[config.mk]
export PLATFORM = sky130hd
export DESIGN_NAME = zqh_test_status_ctrl
export DESIGN_NICKNAME = d
export VERILOG_FILES = /design/src/rtl/zqh_test_status_pkg.sv /design/src/rtl/zqh_test_status_wdog.sv /design/src/rtl/zqh_test_status_ctrl.sv
export SDC_FILE = /design/constraint.sdc
export NUM_CORES = 1
export LEC_CHECK = 0
export ABC_AREA = 1
export ABC_CLOCK_PERIOD_IN_PS = 12400
export CAP_MARGIN = 20
export CORE_MARGIN = 2
export CORE_UTILIZATION = 46
export CTS_CLUSTER_SIZE = 40
export DETAILED_ROUTE_END_ITERATION = 12
export PLACE_DENSITY_LB_ADDON = 0.08
export SLEW_MARGIN = 20
export SYNTH_ARGS = -nofsm -noshare
export SYNTH_HDL_FRONTEND = slang
export SYNTH_SLANG_ARGS = --single-unit
[constraint.sdc]
create_clock -name clock -period 12.4 [get_ports clock]
set_clock_uncertainty 0.1 [all_clocks]
set_input_delay 2.48 -clock clock [delete_from_list [all_inputs] [get_ports clock]]
set_output_delay 2.48 -clock clock [all_outputs]
set_load 0.05 [all_outputs]
[src/rtl/zqh_test_status_pkg.sv]
// zqh_test_status_pkg
//   Shared constants for the test-status peripheral:
//   - register byte offsets (TOHOST, HEARTBEAT, WDOG_LIMIT, STATUS)
//   - bit positions inside the STATUS register
//   - bus handshake FSM state encoding
package zqh_test_status_pkg;

    localparam int unsigned OFF_TOHOST     = 32'h000;
    localparam int unsigned OFF_HEARTBEAT  = 32'h004;
    localparam int unsigned OFF_WDOG_LIMIT = 32'h008;
    localparam int unsigned OFF_STATUS     = 32'h00C;

    localparam int unsigned STAT_DONE_BIT  = 0;
    localparam int unsigned STAT_PASS_BIT  = 1;
    localparam int unsigned STAT_FIRED_BIT = 2;

    typedef enum logic {
        IDLE = 1'b0,
        RESP = 1'b1
    } bus_state_t;

endpackage

[src/rtl/zqh_test_status_wdog.sv]
// zqh_test_status_wdog
//   Watchdog counter. Counts cycles while enabled and the limit is non-zero,
//   saturating at all-ones. A clear request has priority over counting.
//   o_expire is a single-cycle pulse during the cycle in which the counter
//   would step from limit-1 to limit.
// Ports:
//   i_clk, i_rst  clock, asynchronous active-high reset
//   i_enable      counting allowed (low once the test has finished)
//   i_clear       restart the count from zero (heartbeat or limit write)
//   i_limit       expiry limit in cycles; 0 disables the watchdog
//   o_expire      expiry pulse
module zqh_test_status_wdog #(
    parameter int unsigned WDOG_W = 32
) (
    input  logic              i_clk,
    input  logic              i_rst,
    input  logic              i_enable,
    input  logic              i_clear,
    input  logic [WDOG_W-1:0] i_limit,
    output logic              o_expire
);

    logic [WDOG_W-1:0] r_cnt;
    logic              w_run;

    assign w_run = i_enable & (i_limit != '0);

    always_ff @(posedge i_clk or posedge i_rst) begin
        if (i_rst) begin
            r_cnt <= '0;
        end else if (i_clear) begin
            r_cnt <= '0;
        end else if (w_run && (r_cnt != '1)) begin
            r_cnt <= r_cnt + WDOG_W'(1);
        end
    end

    // A clear in the same cycle means the count never reaches the limit.
    assign o_expire = w_run & ~i_clear & (r_cnt == (i_limit - WDOG_W'(1)));

endmodule

[src/rtl/zqh_test_status_ctrl.sv]
// zqh_test_status_ctrl
//   Memory-mapped test-status peripheral. Software reports pass/fail through
//   TOHOST and keeps the hardware watchdog alive through HEARTBEAT; the
//   watchdog ends a hung test with an all-ones failure code.
// Ports:
//   clock, reset              clock, asynchronous active-high reset
//   req_valid/req_ready       request handshake (single outstanding)
//   req_write/addr/wdata      request payload
//   resp_valid/resp_ready     response handshake
//   resp_rdata/resp_error     response payload (rdata 0 on writes/errors)
//   test_done/test_pass       sticky completion status
//   test_code                 exit code (all-ones on watchdog expiry)
//   wdog_fired                sticky: watchdog ended the test
module zqh_test_status_ctrl
    import zqh_test_status_pkg::*;
#(
    parameter int unsigned       ADDR_W   = 12,
    parameter int unsigned       DATA_W   = 32,
    parameter int unsigned       WDOG_W   = 32,
    parameter logic [WDOG_W-1:0] WDOG_RST = 'hFFFF
) (
    input  logic              clock,
    input  logic              reset,
    input  logic              req_valid,
    output logic              req_ready,
    input  logic              req_write,
    input  logic [ADDR_W-1:0] req_addr,
    input  logic [DATA_W-1:0] req_wdata,
    output logic              resp_valid,
    input  logic              resp_ready,
    output logic [DATA_W-1:0] resp_rdata,
    output logic              resp_error,
    output logic              test_done,
    output logic              test_pass,
    output logic [DATA_W-2:0] test_code,
    output logic              wdog_fired
);

    bus_state_t        r_state;
    bus_state_t        w_state_nxt;

    logic [DATA_W-1:0] r_tohost;
    logic [WDOG_W-1:0] r_limit;
    logic              r_done;
    logic              r_pass;
    logic [DATA_W-2:0] r_code;
    logic              r_fired;
    logic [DATA_W-1:0] r_rdata;
    logic              r_error;

    logic              w_accept;
    logic              w_sel_tohost;
    logic              w_sel_hb;
    logic              w_sel_limit;
    logic              w_sel_status;
    logic              w_mapped;
    logic              w_wr_tohost;
    logic              w_wr_hb;
    logic              w_wr_limit;
    logic              w_sw_done;
    logic              w_expire;
    logic [DATA_W-1:0] w_status;
    logic [DATA_W-1:0] w_rd_data;

    // ---------------------------------------------------------------
    // Handshake FSM
    // ---------------------------------------------------------------
    always_ff @(posedge clock or posedge reset) begin
        if (reset) begin
            r_state <= IDLE;
        end else begin
            r_state <= w_state_nxt;
        end
    end

    always_comb begin
        w_state_nxt = r_state;
        req_ready   = 1'b0;
        resp_valid  = 1'b0;
        case (r_state)
            IDLE: begin
                req_ready = 1'b1;
                if (req_valid) begin
                    w_state_nxt = RESP;
                end
            end
            RESP: begin
                resp_valid = 1'b1;
                if (resp_ready) begin
                    w_state_nxt = IDLE;
                end
            end
            default: w_state_nxt = IDLE;
        endcase
    end

    // ---------------------------------------------------------------
    // Address decode and register read mux
    // ---------------------------------------------------------------
    assign w_accept     = req_valid & (r_state == IDLE);
    assign w_sel_tohost = (req_addr == ADDR_W'(OFF_TOHOST));
    assign w_sel_hb     = (req_addr == ADDR_W'(OFF_HEARTBEAT));
    assign w_sel_limit  = (req_addr == ADDR_W'(OFF_WDOG_LIMIT));
    assign w_sel_status = (req_addr == ADDR_W'(OFF_STATUS));
    assign w_mapped     = w_sel_tohost | w_sel_hb | w_sel_limit | w_sel_status;

    assign w_wr_tohost  = w_accept & req_write & w_sel_tohost;
    assign w_wr_hb      = w_accept & req_write & w_sel_hb;
    assign w_wr_limit   = w_accept & req_write & w_sel_limit;

    // Software completion only counts the first time; done is sticky.
    assign w_sw_done    = w_wr_tohost & req_wdata[0] & ~r_done;

    always_comb begin
        w_status                 = '0;
        w_status[STAT_DONE_BIT]  = r_done;
        w_status[STAT_PASS_BIT]  = r_pass;
        w_status[STAT_FIRED_BIT] = r_fired;
    end

    always_comb begin
        w_rd_data = '0;
        if (!req_write) begin
            if (w_sel_tohost) begin
                w_rd_data = r_tohost;
            end else if (w_sel_limit) begin
                w_rd_data = DATA_W'(r_limit);
            end else if (w_sel_status) begin
                w_rd_data = w_status;
            end
        end
    end

    // ---------------------------------------------------------------
    // Watchdog
    // ---------------------------------------------------------------
    zqh_test_status_wdog #(
        .WDOG_W (WDOG_W)
    ) u_wdog (
        .i_clk    (clock),
        .i_rst    (reset),
        .i_enable (~r_done),
        .i_clear  (w_wr_hb | w_wr_limit),
        .i_limit  (r_limit),
        .o_expire (w_expire)
    );

    // ---------------------------------------------------------------
    // Register state
    // ---------------------------------------------------------------
    always_ff @(posedge clock or posedge reset) begin
        if (reset) begin
            r_tohost <= '0;
            r_limit  <= WDOG_RST;
            r_done   <= 1'b0;
            r_pass   <= 1'b0;
            r_code   <= '0;
            r_fired  <= 1'b0;
            r_rdata  <= '0;
            r_error  <= 1'b0;
        end else begin
            // Response payload is captured at acceptance and held in RESP.
            if (w_accept) begin
                r_rdata <= w_rd_data;
                r_error <= ~w_mapped;
            end
            if (w_wr_tohost) begin
                r_tohost <= req_wdata;
            end
            if (w_wr_limit) begin
                r_limit <= WDOG_W'(req_wdata);
            end
            // Software completion wins over a same-cycle watchdog expiry.
            if (w_sw_done) begin
                r_done <= 1'b1;
                r_code <= req_wdata[DATA_W-1:1];
                r_pass <= (req_wdata[DATA_W-1:1] == '0);
            end else if (w_expire) begin
                r_done  <= 1'b1;
                r_pass  <= 1'b0;
                r_fired <= 1'b1;
                r_code  <= '1;
            end
        end
    end

    assign resp_rdata = r_rdata;
    assign resp_error = r_error;
    assign test_done  = r_done;
    assign test_pass  = r_pass;
    assign test_code  = r_code;
    assign wdog_fired = r_fired;

endmodule
[After elaboration in Yosys (flattened, before gate mapping)]
Cells that the tools add are included.
Cells by class
  reductions and logical operators: 7
  equality and inequality tests: 5
  mux-type cells: 17
  bitwise operators: 19
  add/sub/neg operators: 2
Operators with widths (number)
  2-to-1 mux 32 bit: 5
  2-to-1 mux 31 bit: 2
  adder 32 x 1 -> 32 bit, second input constant: 1
  == test 32 bit: 1
  != test 32 bit, second input constant: 1
  nonzero test 32 bit: 1
  subtractor 32 x 1 -> 32 bit, second input constant: 1
  logical NOT 31 bit: 1
  == test 12 x 4 -> 1 bit, second input constant: 2
  == test 12 x 3 -> 1 bit, second input constant: 1
  logical NOT 12 bit: 1
  bitwise AND 1 bit: 10
  2-to-1 mux 1 bit: 8
  inverter 1 bit: 5
  OR 1 bit: 4
  nonzero test 2 bit: 2
  2-to-1 mux 3 bit: 1
  case mux 1 bit (2 select lines): 1
  AND reduction 2 bit: 1
  logical AND 1 bit: 1
Word-level totals
  bits in registers: 164
  logic and storage cells: 60

[Depth between registers and ports, before layout]
  word-level depth: 10
  depth in mapped cells: 19
  gate-level depth less buffers: 17

[Hierarchy]
From an unflattened synthesis, not the netlist that was laid out.
Second synthesis, totals
  cells, all modules: 1360
  area, all modules: 9798.1 um^2
Modules (own cells, without submodules)
  zqh_test_status_ctrl: area an instance 5963.2 um^2, cells each 715, times used 1, seq. area each 3323.2 um^2
  zqh_test_status_wdog: area an instance 3834.9 um^2, cells each 645, times used 1, seq. area each 800.8 um^2

[Worst setup path before layout]
No wires, ideal clock.
  path type: in2reg
  start point: input port req_addr[11]
  end point: register r_pass (netlist: test_pass)
  data required time: 12.177 ns
  library setup time: 0.123 ns
  path slack: 8.285 ns
  arrival: 3.892 ns
  stages: 13
  cell sequence: nor2_1 nand2_1 nor2_2 nand2_1 nor2_4 inv_1 nor2_1 inv_1 nor2_2 inv_1 buf_2 nand3_1 o21ai_1
On the way
  longest elaborated chain between the ends: 7
Ends and longest elaborated chain
  start, declared: RTL line zqh_test_status_ctrl.sv:27  | input logic [ADDR_W-1:0] req_addr,
  == test 12 x 3 -> 1 bit / == test 12 x 4 -> 1 bit (equally long branches): RTL line zqh_test_status_ctrl.sv:102, zqh_test_status_ctrl.sv:103
  bitwise AND 1 bit (on tied branches): RTL line zqh_test_status_ctrl.sv:108, zqh_test_status_ctrl.sv:109
  OR 1 bit: RTL line zqh_test_status_ctrl.sv:143  | .i_clear (w_wr_hb | w_wr_limit),
  inverter 1 bit: RTL line zqh_test_status_wdog.sv:39  | assign o_expire = w_run & ~i_clear & (r_cnt == (i_limit - WDOG_W'(1)));
  bitwise AND 1 bit (2 in series): RTL line zqh_test_status_wdog.sv:39
  nonzero test 2 bit (no line)
  end signal, assigned: RTL line zqh_test_status_ctrl.sv:177  | r_pass <= (req_wdata[DATA_W-1:1] == '0);
  end, declared: RTL line zqh_test_status_ctrl.sv:45  | logic r_pass;
Parallel ways exist; a longest one is shown, timed or not.
A chain may end at the register's enable or synchronous reset.

[Worst setup path after layout]
Ends and elaborated chain as after synthesis.

==> flow_summary.yaml <==
setup_path:
  crit_slowest_cell: "nor2_4"
  crit_fanout: 36
  end_kind: "register"
  cp-start-kind: "input port"
  rr_startpoint: "r_state$_DFF_PP0_"
  ff2ff_path_depth: 15
  cp.required_ns: 12.63
  r2r-end: "test_pass$_DFFE_PP0P_"
  cp.arrival_ns: 7.04
  critPathKind: "input port to register"
  crit_path_cell_trace: "clkdlybuf4s50_1 -> nor2_1 -> nand2_1 -> nor2_2 -> nand2_1 -> nor2_4 -> inv_1 -> nor2_1 -> inv_1 -> nor2_2 -> buf_4 -> inv_1 -> buf_4 -> nand3_1 -> o21ai_1"
  crit_top_cell: "inv_1"
  reg2reg_setup_slack_ns: 8.52
  cp_slowest_stage_delay_ns: 0.72
sta:
  slew_viol_final: 0
  worstMarginPinSlew_ns: 0.781
  finalCritPeriodShare_pct: 54.9
  layout_setup_ws_ns: 5.59
  finalSetupViolations: 0
  period_needed_ns: 6.81
  setup_tns_ns: 0
  max_freq_mhz: 147
  finalHoldViolCount: 0
  relSlewSlack_pct: 47.8
  grt_setup_unrepaired: "false"
min_path:
  whs_endpoint: "r_tohost[18]$_DFFE_PP0P_"
  hold_depth: 2
  hold_path_class: "register to register"
  hp-start: "r_tohost[18]$_DFFE_PP0P_"
route:
  drc: 0
  drtAntennaViolNets: 0
  via_per_inst: 5.16
  via_count: 8239
  firstDrtPassIters: 7
  wl_microns: 26200
  drt_iter0_drc: 685
  drt-wirelength-per-cell_microns: 16.4
synthesis:
  synth_edf_count: 0
  synth_area_sq_mm: 0.00929
  synth.distinct_cells: 50
  ys.flop_type: "dfrtp_1"
  synth.top_cell.area_share_pct: 39.9
  synth-warning-count: 0
  synth_top_family_by_area: "simple AND/OR/NAND/NOR gates"
  ys_seq_area_share_pct: 44.4
  synth-compound-area-share_pct: 11.8
  synth-simple-area-share_pct: 29.4
  syn_nets: 1268
  synth_xor_xnor_area_share_pct: 3.49
  ys_async_sr_fraction_pct: 100
  yosys-top-cells-count: "nand2_1, inv_1, dfrtp_1"
  synthTopCellsByArea: "dfrtp_1, nand2_1, inv_1, o21ai_0, nor2_1"
  yosysTopAreaCell: "dfrtp_1"
  avgSynthCellArea_sq_um: 7.64
  yosysMostFrequentCell: "nand2_1"
  yosys_register_bits: 164
  synthCells: 1216
  synthAdderAreaFrac_pct: 0.404
  synthMuxAreaShare_pct: 0
floorplanning:
  core_area_sq_mm: 0.0197
  rows: 51
  die_w_microns: 146
  die_h_microns: 146
  io_pins: 118
  dieArea_sq_mm: 0.0213
  start_util_pct: 47.2
layout:
  stdcell_count: 1598
  drive_above_1_share_pct: 9.53
  fillers: 1907
  design_area_sq_mm: 0.0113
  final_nets: 1372
  area_growth_pct: 21.3
  diodes: 0
pwr:
  p_total_mw: 1.16
  power.leakage_nw: 5.52
  ir_worst_vdd_uv: 98.3
  powerDensity_mw_per_mm2: 103
global_routing:
  use_met2_pct: 38.7
  grt_remaining_overflow: 0
  met3_usage_pct: 5.00
  globalRoute.busiestLayer: "met2"
  grt_use_met1_pct: 35.6
  antenna_found_initial: 0
  grt_pass1_wl_microns: 42400
  track_usage_pct: 25.1
  grt_pass1_vias: 7910
  grt_max_degree: 108
placed_design:
  hpwl_microns: 19300
  placed_cell_area_sq_mm: 0.0107
  gp_congestion: 0.899
  place_ws_ns: 5.17
  place_inst: 1566
  io_buffers: 117
cts:
  cts_made_buffers: 17
  clk_pin_slew_worst_paths_ns: 0.07
  cts.hold.buffers_added: 0
  cts_tree: "built"
  clockBufferDepth: 2
  cts_setup_buffers: 0
  cts_sinks: 164
  insertion_delay_ns: 0.44
  htree_levels: 4
  post_cts_resized: 0
  cts-root-buf: "clkbuf_16"
outcome:
  status: "finished, final reports clean"
job:
  cap_violations: 0
[worst max-delay path by stage]
stage | cells after the start | slack (ns) | end | from
floorplan | 1 | 5.41 | r_limit[16]$_DFFE_PP0P_ | reset
global placement | 15 | 5.23 | test_pass$_DFFE_PP0P_ | req_addr[11]
detailed placement | 15 | 5.17 | test_pass$_DFFE_PP0P_ | req_addr[11]
CTS | 15 | 5.62 | test_pass$_DFFE_PP0P_ | req_addr[11]
global route | 15 | 4.99 | test_pass$_DFFE_PP0P_ | req_addr[9]
finish | 15 | 5.59 | test_pass$_DFFE_PP0P_ | req_addr[11]
[area by class of cell]
| class | instances | area, sq um | share of cell area (%) |
|---|---|---|---|
| clock buffers | 19 | 443 | 3.93 |
| clock inverters | 13 | 160 | 1.42 |
| inverters | 207 | 787 | 6.99 |
| multi-input cells | 805 | 4190 | 37.2 |
| flip-flops and latches | 164 | 4120 | 36.6 |
| well taps | 265 | 332 | 2.94 |
| repair buffers | 125 | 1230 | 10.9 |
[metrics by stage]
step	hold slack [ns]	util, %
4_1_cts	0.389	57.3
3_5_place_dp	0.373	54.2
3_3_place_gp	0.366	54.2
2_1_floorplan	0.353	-
6_report	0.388	57.3
5_1_grt	0.407	57.3
[sequential cells by signal, indices dropped and copies added, names as in the netlist]
signal	cells
test_pass	1
resp_error	1
r_state	1
resp_rdata	32
r_limit	32
test_code	31
r_tohost	32
test_done	1
u_wdog.r_cnt	32
wdog_fired	1
[power by group]
group / switching, mW / internal [mW] / total, mW
sequential: 0.00139 / 0.537 / 0.538
combinational: 0.0431 / 0.0223 / 0.0654
clock: 0.244 / 0.310 / 0.554
total: 0.289 / 0.869 / 1.16
[critical path, delay by kind of cell]
kind	cells	cell delay (ns)
simple gates	8	2.47
buf+inv	6	1.98
compound gates	1	0.07
[per-layer routing]
layer	up-vias	part of all wire, %
met5	-	0
met4	0	2.2
met3	35	4.8
met2	197	45
met1	3930	48
li1	4077	-
[cell families (layout without fill, tap and decap cells)]
family                     Yosys count  count (layout)
xor gates and xnor gates            37              37
buffers and inverters              247             364
DFF                                164             164
adders and majority gates            3               3
and+or+nand+nor                    588             588
AOI/OAI and AO/OA                  177             177
[layout by cell type (no fill, tap or decap), types with 7 or more instances in the layout]
cell type / count
nor3_1: 15
a22o_1: 29
a32o_1: 7
clkbuf_16: 17
dfstp_2: 16
nand2_2: 8
xor2_1: 29
o21ai_0: 93
clkdlybuf4s50_1: 117
nand2_1: 304
inv_1: 202
o22ai_1: 13
buf_4: 8
xnor2_1: 8
nand3_2: 29
a21oi_1: 14
nand3_1: 61
nor2_1: 112
nor2_2: 15
nand4_1: 19
nor4_1: 7
dfrtp_1: 148
Power figures use the tool's default switching activity.
